===== src/rtl/dvi_timing_recover.sv =====
// Receive-side DVI timing recovery: rebuilds pixel coordinates from the decoded
// hsync/vsync/de stream, measures line and frame geometry, and reports lock
// once that geometry has been stable for LOCK_FRAMES consecutive frames.
module dvi_timing_recover #(
    parameter int H_CNT_W     = 12,
    parameter int V_CNT_W     = 11,
    parameter int X_POS_W     = 10,
    parameter int Y_POS_W     = 9,
    parameter int LOCK_FRAMES = 2
) (
    input  logic               clk_i,
    input  logic               rst_ni,
    input  logic               hsync_i,
    input  logic               vsync_i,
    input  logic               de_i,
    output logic [X_POS_W-1:0] pixel_x_o,
    output logic [Y_POS_W-1:0] pixel_y_o,
    output logic               visible_o,
    output logic               frame_start_o,
    output logic [H_CNT_W-1:0] h_total_o,
    output logic [H_CNT_W-1:0] h_active_o,
    output logic [V_CNT_W-1:0] v_total_o,
    output logic [V_CNT_W-1:0] v_active_o,
    output logic               locked_o
);

    localparam int                GOOD_W   = $clog2(LOCK_FRAMES + 1);
    localparam logic [H_CNT_W-1:0] H_MAX    = '1;
    localparam logic [V_CNT_W-1:0] V_MAX    = '1;
    localparam logic [GOOD_W-1:0]  GOOD_MAX = GOOD_W'(LOCK_FRAMES);

    logic               hs_q, hs_d, vs_q, vs_d, de_q, de_d;
    logic               hs_p_q, hs_p_d, vs_p_q, vs_p_d, de_p_q, de_p_d;
    logic [H_CNT_W-1:0] h_cnt_q, h_cnt_d, x_cnt_q, x_cnt_d;
    logic [V_CNT_W-1:0] v_cnt_q, v_cnt_d, y_cnt_q, y_cnt_d;
    logic [H_CNT_W-1:0] h_total_q, h_total_d, h_active_q, h_active_d;
    logic [V_CNT_W-1:0] v_total_q, v_total_d, v_active_q, v_active_d;
    logic               hmis_q, hmis_d, amis_q, amis_d;
    logic [GOOD_W-1:0]  good_q, good_d;
    logic               locked_q, locked_d, armed_q, armed_d;
    logic               vis_q, vis_d, fs_q, fs_d;
    logic [X_POS_W-1:0] px_q, px_d;
    logic [Y_POS_W-1:0] py_q, py_d;

    logic               line_ev, frame_ev, de_fall, h_sat, v_sat;
    logic               h_mis_now, a_mis_now, frame_ok;
    logic [H_CNT_W-1:0] h_meas;

    // Edge detection, geometry counters, stability tracking and pixel outputs.
    always_comb begin
        hs_d   = hsync_i;
        vs_d   = vsync_i;
        de_d   = de_i;
        hs_p_d = hs_q;
        vs_p_d = vs_q;
        de_p_d = de_q;

        line_ev   = hs_p_q & ~hs_q;
        frame_ev  = vs_p_q & ~vs_q;
        de_fall   = de_p_q & ~de_q;
        h_sat     = (h_cnt_q == H_MAX);
        v_sat     = (v_cnt_q == V_MAX);
        h_meas    = h_cnt_q + 1'b1;
        h_mis_now = line_ev && (h_meas != h_total_q);
        a_mis_now = de_fall && (x_cnt_q != h_active_q);
        frame_ok  = !hmis_q && !amis_q && (v_cnt_q == v_total_q) && (y_cnt_q == v_active_q);

        h_cnt_d   = h_cnt_q;
        h_total_d = h_total_q;
        if (line_ev) begin
            h_cnt_d   = '0;
            h_total_d = h_meas;
        end else if (!h_sat) begin
            h_cnt_d = h_cnt_q + 1'b1;
        end else begin
            h_total_d = '0;
        end

        // A line event coinciding with a frame event opens the new frame.
        v_cnt_d    = v_cnt_q;
        v_total_d  = v_total_q;
        v_active_d = v_active_q;
        if (line_ev && !v_sat) begin
            v_cnt_d = v_cnt_q + 1'b1;
        end
        if (frame_ev) begin
            v_total_d  = v_cnt_q;
            v_active_d = y_cnt_q;
            v_cnt_d    = line_ev ? V_CNT_W'(1) : '0;
        end else if (v_sat) begin
            v_total_d = '0;
        end

        x_cnt_d = '0;
        if (de_q) begin
            x_cnt_d = (x_cnt_q == H_MAX) ? x_cnt_q : x_cnt_q + 1'b1;
        end
        y_cnt_d    = y_cnt_q;
        h_active_d = h_active_q;
        if (de_fall) begin
            h_active_d = x_cnt_q;
            if (y_cnt_q != V_MAX) begin
                y_cnt_d = y_cnt_q + 1'b1;
            end
        end
        if (frame_ev) begin
            y_cnt_d = '0;
        end

        // Mismatches seen in the frame-event cycle belong to the new frame.
        hmis_d = frame_ev ? h_mis_now : (hmis_q | h_mis_now);
        amis_d = frame_ev ? a_mis_now : (amis_q | a_mis_now);

        good_d   = good_q;
        locked_d = locked_q;
        if (frame_ev) begin
            if (!frame_ok) begin
                good_d = '0;
            end else if (good_q != GOOD_MAX) begin
                good_d = good_q + 1'b1;
            end
            locked_d = (good_d == GOOD_MAX);
        end
        if (h_sat || v_sat) begin
            good_d   = '0;
            locked_d = 1'b0;
        end

        // frame_start is held off until a real frame boundary has been seen.
        armed_d = armed_q | frame_ev;
        vis_d   = de_q;
        px_d    = de_q ? x_cnt_q[X_POS_W-1:0] : '0;
        py_d    = de_q ? y_cnt_q[Y_POS_W-1:0] : '0;
        fs_d    = de_q && armed_q && (x_cnt_q == '0) && (y_cnt_q == '0);
    end

    // State register; sync inputs reset to their idle level so no edge follows reset.
    always_ff @(posedge clk_i or negedge rst_ni) begin
        if (!rst_ni) begin
            hs_q       <= 1'b1;
            vs_q       <= 1'b1;
            de_q       <= 1'b0;
            hs_p_q     <= 1'b1;
            vs_p_q     <= 1'b1;
            de_p_q     <= 1'b0;
            h_cnt_q    <= '0;
            v_cnt_q    <= '0;
            x_cnt_q    <= '0;
            y_cnt_q    <= '0;
            h_total_q  <= '0;
            h_active_q <= '0;
            v_total_q  <= '0;
            v_active_q <= '0;
            hmis_q     <= 1'b0;
            amis_q     <= 1'b0;
            good_q     <= '0;
            locked_q   <= 1'b0;
            armed_q    <= 1'b0;
            vis_q      <= 1'b0;
            fs_q       <= 1'b0;
            px_q       <= '0;
            py_q       <= '0;
        end else begin
            hs_q       <= hs_d;
            vs_q       <= vs_d;
            de_q       <= de_d;
            hs_p_q     <= hs_p_d;
            vs_p_q     <= vs_p_d;
            de_p_q     <= de_p_d;
            h_cnt_q    <= h_cnt_d;
            v_cnt_q    <= v_cnt_d;
            x_cnt_q    <= x_cnt_d;
            y_cnt_q    <= y_cnt_d;
            h_total_q  <= h_total_d;
            h_active_q <= h_active_d;
            v_total_q  <= v_total_d;
            v_active_q <= v_active_d;
            hmis_q     <= hmis_d;
            amis_q     <= amis_d;
            good_q     <= good_d;
            locked_q   <= locked_d;
            armed_q    <= armed_d;
            vis_q      <= vis_d;
            fs_q       <= fs_d;
            px_q       <= px_d;
            py_q       <= py_d;
        end
    end

    assign pixel_x_o     = px_q;
    assign pixel_y_o     = py_q;
    assign visible_o     = vis_q;
    assign frame_start_o = fs_q;
    assign h_total_o     = h_total_q;
    assign h_active_o    = h_active_q;
    assign v_total_o     = v_total_q;
    assign v_active_o    = v_active_q;
    assign locked_o      = locked_q;

endmodule


===== config.mk =====
export PLATFORM = sky130hd
export DESIGN_NAME = dvi_timing_recover
export DESIGN_NICKNAME = d
export VERILOG_FILES = /design/src/rtl/dvi_timing_recover.sv
export SDC_FILE = /design/constraint.sdc
export NUM_CORES = 1
export LEC_CHECK = 0
export ABC_CLOCK_PERIOD_IN_PS = 1900
export BUFFER_PORTS_ARGS = -buffer_cell sky130_fd_sc_hd__buf_2
export CELL_PAD_IN_SITES_DETAIL_PLACEMENT = 0
export CELL_PAD_IN_SITES_GLOBAL_PLACEMENT = 2
export CORE_MARGIN = 2
export CORE_UTILIZATION = 33
export DETAILED_ROUTE_END_ITERATION = 12
export GPL_TIMING_DRIVEN = 0
export PLACE_DENSITY_LB_ADDON = 0.1
export RECOVER_POWER = 50
export SETUP_SLACK_MARGIN = 0.3
export SLEW_MARGIN = 20
export SYNTH_ARGS = -nofsm -noshare
export SYNTH_HDL_FRONTEND = slang
export SYNTH_SLANG_ARGS = --single-unit

===== constraint.sdc =====
create_clock -name clk_i -period 1.9 [get_ports clk_i]
set_input_delay 0.19 -clock clk_i [delete_from_list [all_inputs] [get_ports clk_i]]
set_output_delay 0.19 -clock clk_i [all_outputs]
set_load 0.05 [all_outputs]

* Yosys cells after proc, flatten, opt, wreduce, memory -nomap -nowiden
Cells that the tools add are included.
** Word-level totals
- Register bits :: 124
- Bits in latches :: 0
- Memory bits (writable) :: 0
- Bits in read-only memories :: 0
- Output and inout port bits :: 68
- Word-level logic and storage cells :: 95
- Memories kept :: 0
** Cells by class
- $add $sub $neg :: 5
- $mul :: 0
- Div/mod/pow operators :: 0
- $lt $le $gt $ge :: 0
- Equality and inequality tests :: 12
- Shift-type cells :: 0
- Multiplexer cells :: 25
- Bitwise logic cells :: 9
- Reduce and logical (&&, ||, !) cells :: 22
** Operator list (number)
- 11-bit 2-to-1 mux :: 7
- 12-bit 2-to-1 mux :: 6
- 12-bit by 1-bit adder with 12-bit output, second input constant :: 2
- 12-bit == test, second input constant :: 2
- 12-bit != test :: 2
- 11-bit by 1-bit adder with 11-bit output, second input constant :: 2
- 11-bit == test :: 2
- 12-bit logical NOT :: 1
- 2-bit nonzero test :: 6
- 11-bit == test, second input constant :: 1
- 11-bit logical NOT :: 1
- 11-bit != test, second input constant :: 1
- 10-bit 2-to-1 mux :: 1
- 2-bit 2-to-1 mux :: 5
- 1-bit logical AND :: 9
- 9-bit 2-to-1 mux :: 1
- 2-bit != test, second input constant :: 3
- 1-bit 2-to-1 mux :: 5
- 1-bit AND :: 3
- 1-bit logical NOT :: 3
- 1-bit inverter :: 3
- 1-bit bitwise OR :: 3
- 2-bit by 1-bit adder with 2-bit output, second input constant :: 1
- 2-bit == test, second input constant :: 1
- other kinds (2) :: 2

* Longest topological paths before layout
Gate-level depths: netlist of the first run.
- Depth in word-level cells :: 9
- Depth in mapped cells :: 8
- Mapped depth without buffers :: 7

* Worst setup path before layout of the first run
OpenSTA, ideal clock, no wires.
- Path type :: reg2reg
- Start point :: register v_total_q[7] (netlist: v_total_o[7])
- End point :: register locked_q (netlist: locked_o)
- Setup time :: 0.065 ns
- Arrival :: 1.929 ns
- Data required time :: 1.835 ns
- Setup slack :: -0.093 ns
- Cell stages (with the launch flop) :: 7
- Buffers on the path :: 0
- Clock period less this slack :: 1.993 ns
- Cell sequence :: dfrtp_1 xor2_1 nor4_1 nand4_1 or4b_1 o21ai_1 and2b_1
** Between the ends
- Longest elaborated chain between the ends :: 8
** Ends and longest elaborated chain
- start: declaration :: line 37 : logic [V_CNT_W-1:0] v_total_q, v_total_d, v_active_q, v_active_d;
- start signal: assignment :: line 176 : v_total_q <= v_total_d;
- 11-bit == test :: line 66 : frame_ok = !hmis_q && !amis_q && (v_cnt_q == v_total_q) && (y_cnt_q == v_active_q);
- 1-bit logical AND (2 in a row) :: line 66
- 2-bit 2-to-1 mux :: line 117 : if (!frame_ok) begin
- 2-bit 2-to-1 mux :: line 116 : if (frame_ev) begin
- 2-bit == test :: line 122 : locked_d = (good_d == GOOD_MAX);
- 1-bit 2-to-1 mux :: line 116
- 1-bit 2-to-1 mux :: line 124 : if (h_sat || v_sat) begin
- end signal: assignment :: line 181 : locked_q <= locked_d;
- end: declaration :: line 40 : logic locked_q, locked_d, armed_q, armed_d;
No other way between the ends. The select of a mux whose other input is x is not followed.
A chain may end at the register's enable or synchronous reset.

* Worst setup path in the final report of the first run
Same ends and word-level chain as after synthesis.

==> flow_metrics.env, run 1 <==
export IMPL_power_w=0.00791
export IMPL_finalCriticalPeriod_ns=2.03
export IMPL_grt_pass1_wl_mm=25.6
export IMPL_synth_seq_cells=124
export IMPL_p_int_w=0.00565
export IMPL_grt_pass1_vias=4699
export IMPL_grt_util_met1=0.244
export IMPL_die_h_um=137
export IMPL_yosys_area_top_type_share=0.511
export IMPL_endpoint_kind="flip-flop"
export IMPL_clk_insertion_delay_late_ns=0.41
export IMPL_hp_class="flip-flop to flip-flop"
export IMPL_grt_max_degree=88
export IMPL_placed_cells=886
export IMPL_drtPass1Iterations=4
export IMPL_seq_area_frac_synth=0.529
export IMPL_fmax_mhz=494
export IMPL_synth_edf_count=0
export IMPL_syn_nets=600
export IMPL_antenna_cells=0
export IMPL_crit_arrival_ns=2.38
export IMPL_crit_path_cell_trace="xor2_2, nor4_4, nand4_1, or4b_4, o21ai_1, and2b_1"
export IMPL_fin_crit_sh=1.07
export IMPL_clkPwrFrac=0.434
export IMPL_use_met2=0.289
export IMPL_slowest_delay_ns=0.57
export IMPL_cts_clk_slew_worst_paths_ns=0.06
export IMPL_cts_tree="done"
export IMPL_setup_violations=4
export IMPL_netlist_area_mm2=0.00587
export IMPL_path_max_fanout=3
export IMPL_nets=754
export IMPL_core_area_mm2=0.0174
export IMPL_synth_cell_types=44
export IMPL_io_buffers=72
export IMPL_crit_slowest_cell="or4b_4"
export IMPL_die_area_mm2=0.0189
export IMPL_ant_nets=0
export IMPL_track_usage=0.181
export IMPL_power_density_mw_per_mm2=935
export IMPL_rsz0062_at_grt="true"
export IMPL_yosys_warnings=0
export IMPL_synth_cells=588
export IMPL_antenna_found_initial=0
export IMPL_vias=4734
export IMPL_rows=48
export IMPL_dpl_cell_area_mm2=0.00666
export IMPL_utilization=0.487
export IMPL_maxCapViolCount=0
export IMPL_crit_required_ns=2.25
export IMPL_grtUsageMet3=0.0379
export IMPL_path_buf_inv=0
export IMPL_swShare=0.285
export IMPL_tightest_slew_ns=1.04
export IMPL_gp_congestion=0.739
export IMPL_clockRootBuffer="clkbuf_16"
export IMPL_status="finished with violations"
export IMPL_fill_cells=1641
export IMPL_synth_area_per_cell_um2=9.99
export IMPL_slew_limit_headroom=0.310
export IMPL_worst_slack_ns=-0.125
export IMPL_switching_power_w=0.00226
export IMPL_mostFrequentLayoutCell="dfrtp_1"
export IMPL_slew_violations=0
export IMPL_p_leak_nw=3.99
export IMPL_die_x_um=137
export IMPL_final_area_mm2=0.00846
export IMPL_critPathLaunchType="flip-flop"
export IMPL_peakVddDrop_mv=0.656
export IMPL_area_growth_pct=44.0
export IMPL_gr_total_overflow=0
export IMPL_synth_area_leaders="dfrtp_1, xnor2_1, nand2_1"
export IMPL_drcViolationCount=0
export IMPL_hold_viol_final=0
export IMPL_drive_gt1_frac=0.408
export IMPL_stdcell_count=980
export IMPL_post_drt_via_cell_ratio=4.83
export IMPL_cts_buffer_depth=2
export IMPL_critical_path_class="flip-flop to flip-flop"
export IMPL_yosysTopAreaCell="dfrtp_1"
export IMPL_drtIter0Drc=223
export IMPL_seq_power_share=0.376
export IMPL_async_flop_share=1.00
export IMPL_start_util=0.338
export IMPL_synth_main_ff_cell="dfrtp_1"
export IMPL_cpLargestDelayFamily="simple AND/OR/NAND/NOR gates"
export IMPL_combPwrFrac=0.190
export IMPL_final_setup_skew_ns=0.00551
export IMPL_violations="negative setup slack"
export IMPL_dp_hpwl_mm=10.4
export IMPL_wl_per_cell_um=16.6
export IMPL_io_pins=73
export IMPL_top_usage_layer="met2"
export IMPL_clkSinkCount=124
export IMPL_cts_made_buffers=17
export IMPL_wl_mm=16.3
export IMPL_layout_common_cells="dfrtp_1, nand2_1, buf_2"
export IMPL_cts_htree_levels=4
## worst paths after layout
kind | start | end | cells past startpoint | slack [ns]
min reg2reg | hs_p_d | hs_p_q | 0 | 0.39
min | hs_p_d | hs_p_q | 0 | 0.39
max | v_total_o[7] | locked_o | 6 | -0.13
max reg2reg | v_total_o[7] | locked_o | 6 | -0.13
max in group asynchronous | rst_ni | x_cnt_q[0] | 3 | 0.16
min in group asynchronous | rst_ni | v_total_o[8] | 2 | 0.50
## kinds of logic (layout without fill, tap and decap cells)
kind of cell,Yosys count,after routing,share of synthesized area
XOR/XNOR,79,79,0.118
adder cells (fa/ha/maj),7,7,0.0149
multiplexers,13,13,0.0243
AND/OR/NAND/NOR,244,244,0.211
flip-flops,124,124,0.529
buffers and inverters,56,223,0.0401
AO/OA/AOI/OAI,65,65,0.0624
## worst reg2reg max path: cells and delay by family (launching register included)
kind	cells	cell delay, ns
xor+xnor	1	0.19
flops	1	0.43
compound gates	1	0.13
simple gates	4	1.22
## synthesized netlist by cell type, drive strengths merged (6+ instances only)
library cell and n:
a21oi 21, and2 29, and3 10, buf 12
clkbuf 35, dfrtp 120, ha 7, inv 9
mux2 10, nand2 76, nand2b 6, nand3 29
nand4 21, nor2 37, nor3 8, nor4 8
o21ai 33, xnor2 49, xor2 30
## flip-flops by register name, indices dropped and copies added (netlist names), 2 cells and up
signal,cells
good_q,2
h_active_o,12
h_cnt_q,12
h_total_o,12
pixel_x_o,10
pixel_y_o,9
v_active_o,11
v_cnt_q,11
v_total_o,11
x_cnt_q,12
y_cnt_q,11
## through the flow
stage	setup slack [ns]	setup TNS (ns)	hold slack, ns
2_1_floorplan	0.0127	0	-0.106
3_3_place_gp	-1.34	-137.82	0.297
3_5_place_dp	-0.410	-4.40	0.0998
4_1_cts	-0.135	-0.623	0.249
5_1_grt	-0.229	-8.85	0.394
6_report	-0.125	-0.219	0.386
## area by class of cell
cell class | count | area [um^2] | area share
Tap cell | 225 | 282 | 0.0333
Buffer | 47 | 382 | 0.0451
Clock buffer | 26 | 519 | 0.0614
Timing Repair Buffer | 135 | 925 | 0.109
Inverter | 9 | 41.3 | 0.00488
Sequential cell | 124 | 3130 | 0.370
Clock inverter | 6 | 105 | 0.0124
Multi-Input combinational cell | 408 | 3070 | 0.363
## routing by layer
layer  vias up  part of all wire
met5         -                 0
met4         0             0.014
met3        20             0.025
met2        68              0.49
met1      2367              0.48
li1       2279                 -
## power by group through the flow
stage,Sequential [W],Combinational [W],Clock [W]
finish,0.00298,0.00150,0.00343
global route,0.00300,0.00162,0.00363
CTS,0.00298,0.00139,0.00351
detailed placement,0.00302,0.00111,0
global placement,0.00302,0.00110,0
floorplan,0.00326,0.000508,0
## timing repair
item	CTS	global route
endpoints found under the hold margin	40	0
cloned	1	1
setup buffers	33	23
hold buffers	4	0
endpoints found under the setup margin	86	80
gates resized for setup	102	90
pin swaps	22	37
Power figures use the tool's default switching activity.
==> inputs of run 2 (changes only) <==
- CAP_MARGIN: unset -> 0
- PLACE_DENSITY_LB_ADDON: 0.1 -> 0.08
==> run 2 against run 1 <==
The flow still finishes with violations (negative setup slack). Critical path type unchanged. Register-to-register slack about the same. Final area shrank 2.1%. Largest power group unchanged. Sequential share of layout area increased by 0.81 points. Routed wire length is essentially flat.
==> flow_metrics.env, run 2 (same netlist as run 1, synthesis figures left out) <==
export IMPL_swShare=0.283
export IMPL_multi_input_comb_area_mm2=0.00298
export IMPL_antenna_found_initial=0
export IMPL_slowest_delay_ns=0.54
export IMPL_endpoint_kind="flip-flop"
export IMPL_register_area_mm2=0.00313
export IMPL_drive_gt1_frac=0.396
export IMPL_slew_violations=0
export IMPL_cts_htree_levels=4
export IMPL_rrSetupSlack_ns=-0.12
export IMPL_cts_tree="done"
export IMPL_maxCapViolCount=0
export IMPL_io_buffers=72
export IMPL_critical_path_class="flip-flop to flip-flop"
export IMPL_clk_insertion_delay_late_ns=0.42
export IMPL_violations="negative setup slack"
export IMPL_gr_total_overflow=0
export IMPL_switching_power_w=0.00220
export IMPL_start_util=0.338
export IMPL_met3_length_um=543
export IMPL_power_w=0.00778
export IMPL_hold_viol_final=0
export IMPL_p_int_w=0.00558
export IMPL_cts_buffer_depth=2
export IMPL_fmax_mhz=495
export IMPL_fin_hold_ws_ns=0.383
export IMPL_antenna_cells=0
export IMPL_grt_max_degree=92
export IMPL_dp_hpwl_mm=10.4
export IMPL_vias=4696
export IMPL_path_max_fanout=2
export IMPL_crit_required_ns=2.25
export IMPL_finalCriticalPeriod_ns=2.02
export IMPL_fill_cells=1661
export IMPL_status="finished with violations"
export IMPL_power_density_mw_per_mm2=940
export IMPL_cpLargestDelayFamily="simple AND/OR/NAND/NOR gates"
export IMPL_worst_slack_ns=-0.121
export IMPL_clkSinkCount=124
export IMPL_p_leak_nw=3.93
export IMPL_clkPwrFrac=0.433
export IMPL_track_usage=0.180
export IMPL_crit_path_cell_trace="nand2b_1, clkbuf_8, nor4_4, nand4_1, or4b_4, o21ai_1, and2b_1"
export IMPL_top_layer="met4"
export IMPL_crit_slowest_cell="or4b_4"
export IMPL_fin_crit_sh=1.06
export IMPL_place_ws_ns=-0.449
export IMPL_setup_violations=12
export IMPL_cts_made_buffers=17
export IMPL_peakVddDrop_mv=0.623
export IMPL_gp_congestion=0.746
export IMPL_utilization=0.477
export IMPL_crit_arrival_ns=2.37
export IMPL_rows=48
export IMPL_final_setup_skew_ns=0.0117
export IMPL_rsz0062_at_grt="true"
export IMPL_seq_power_share=0.383
export IMPL_cts_clk_slew_worst_paths_ns=0.05
export IMPL_nets=743
export IMPL_post_drt_via_cell_ratio=4.85
export IMPL_ant_nets=0
export IMPL_core_area_mm2=0.0174
export IMPL_io_pins=73
export IMPL_drcViolationCount=0
export IMPL_die_x_um=137
export IMPL_wl_per_cell_um=16.8
export IMPL_wl_mm=16.3
export IMPL_area_growth_pct=41.0
export IMPL_grt_pass1_wl_mm=25.3
export IMPL_combPwrFrac=0.185
export IMPL_hp_class="flip-flop to flip-flop"
export IMPL_grt_pass1_vias=4575
export IMPL_die_area_mm2=0.0189
export IMPL_tightest_slew_ns=0.933
export IMPL_wl_met2_mm=7.97
export IMPL_layout_common_cells="dfrtp_1, buf_2, nand2_1"
export IMPL_critPathLaunchType="flip-flop"
export IMPL_path_buf_inv=1
export IMPL_slew_limit_headroom=0.378
export IMPL_met1_length_mm=7.59
export IMPL_drtIter0Drc=182
export IMPL_drtPass1Iterations=4
export IMPL_die_h_um=137
export IMPL_mostFrequentLayoutCell="dfrtp_1"
export IMPL_clockRootBuffer="clkbuf_16"
[run 2: cell count changes in the layout (fill, tap and decap cells not counted), sizes merged]
cell / before / now
inv: 7 / 8
clkinvlp: 2 / 1
clkinv: 3 / 4
buf: 143 / 130
[run 2: layout make-up]
| cell class | count | share of cell area |
|---|---|---|
| Sequential cell | 124 | 0.378 |
| Buffer | 47 | 0.0428 |
| Inverter | 9 | 0.00453 |
| Timing Repair Buffer | 124 | 0.106 |
| Multi-Input combinational cell | 408 | 0.360 |
| Clock buffer | 24 | 0.0606 |
| Tap cell | 225 | 0.0340 |
| Clock inverter | 7 | 0.0133 |
[run 2: through the flow]
| stage | instances | cell area, um^2 | setup TNS [ns] |
|---|---|---|---|
| global placement | 885 | 6630 | -136.85 |
| floorplan | 588 | 5980 | 0 |
| detailed placement | 886 | 6660 | -3.66 |
| CTS | 952 | 7900 | -1.06 |
| global route | 968 | 8280 | -3.96 |
| finish | 968 | 8280 | -0.483 |
[run 2: worst reg2reg max path, cell delays in order, from the launching register on]
cell and delay, ns:
dfstp_2 0.52, nand2b_1 0.06, clkbuf_8 0.15, nor4_4 0.29
nand4_1 0.15, or4b_4 0.55, o21ai_1 0.12, and2b_1 0.12
[run 2: worst paths after layout]
check | startpoint | end | cells after the start
worst max register to register | vs_p_q | locked_o | 7
worst min-delay path | hs_p_d | hs_p_q | 0
min in group asynchronous | rst_ni | v_cnt_q[6] | 2
worst max-delay path | vs_p_q | locked_o | 7
max in group asynchronous | rst_ni | y_cnt_q[0] | 3
worst min register to register | hs_p_d | hs_p_q | 0
[run 2: power by group through the flow]
stage | clock, W | combinational, W | sequential [W]
after floorplan | 0 | 0.000508 | 0.00326
after global placement | 0 | 0.00110 | 0.00302
after detailed placement | 0 | 0.00111 | 0.00302
after CTS | 0.00345 | 0.00137 | 0.00297
after global routing | 0.00357 | 0.00156 | 0.00300
final | 0.00337 | 0.00144 | 0.00298
[run 2: repair_timing]
item	CTS	global route
gates resized for setup	88	90
hold buffers	4	0
setup endpoints to repair	85	75
pin swaps	31	31
buffers inserted	30	14
hold endpoints to repair	36	0
gates cloned	1	2
[run 2: layer usage]
layer,vias up,track usage
met1,2316,0.244
met3,22,0.0390
met2,95,0.289
li1,2263,-
met4,0,0.0533
met5,-,0
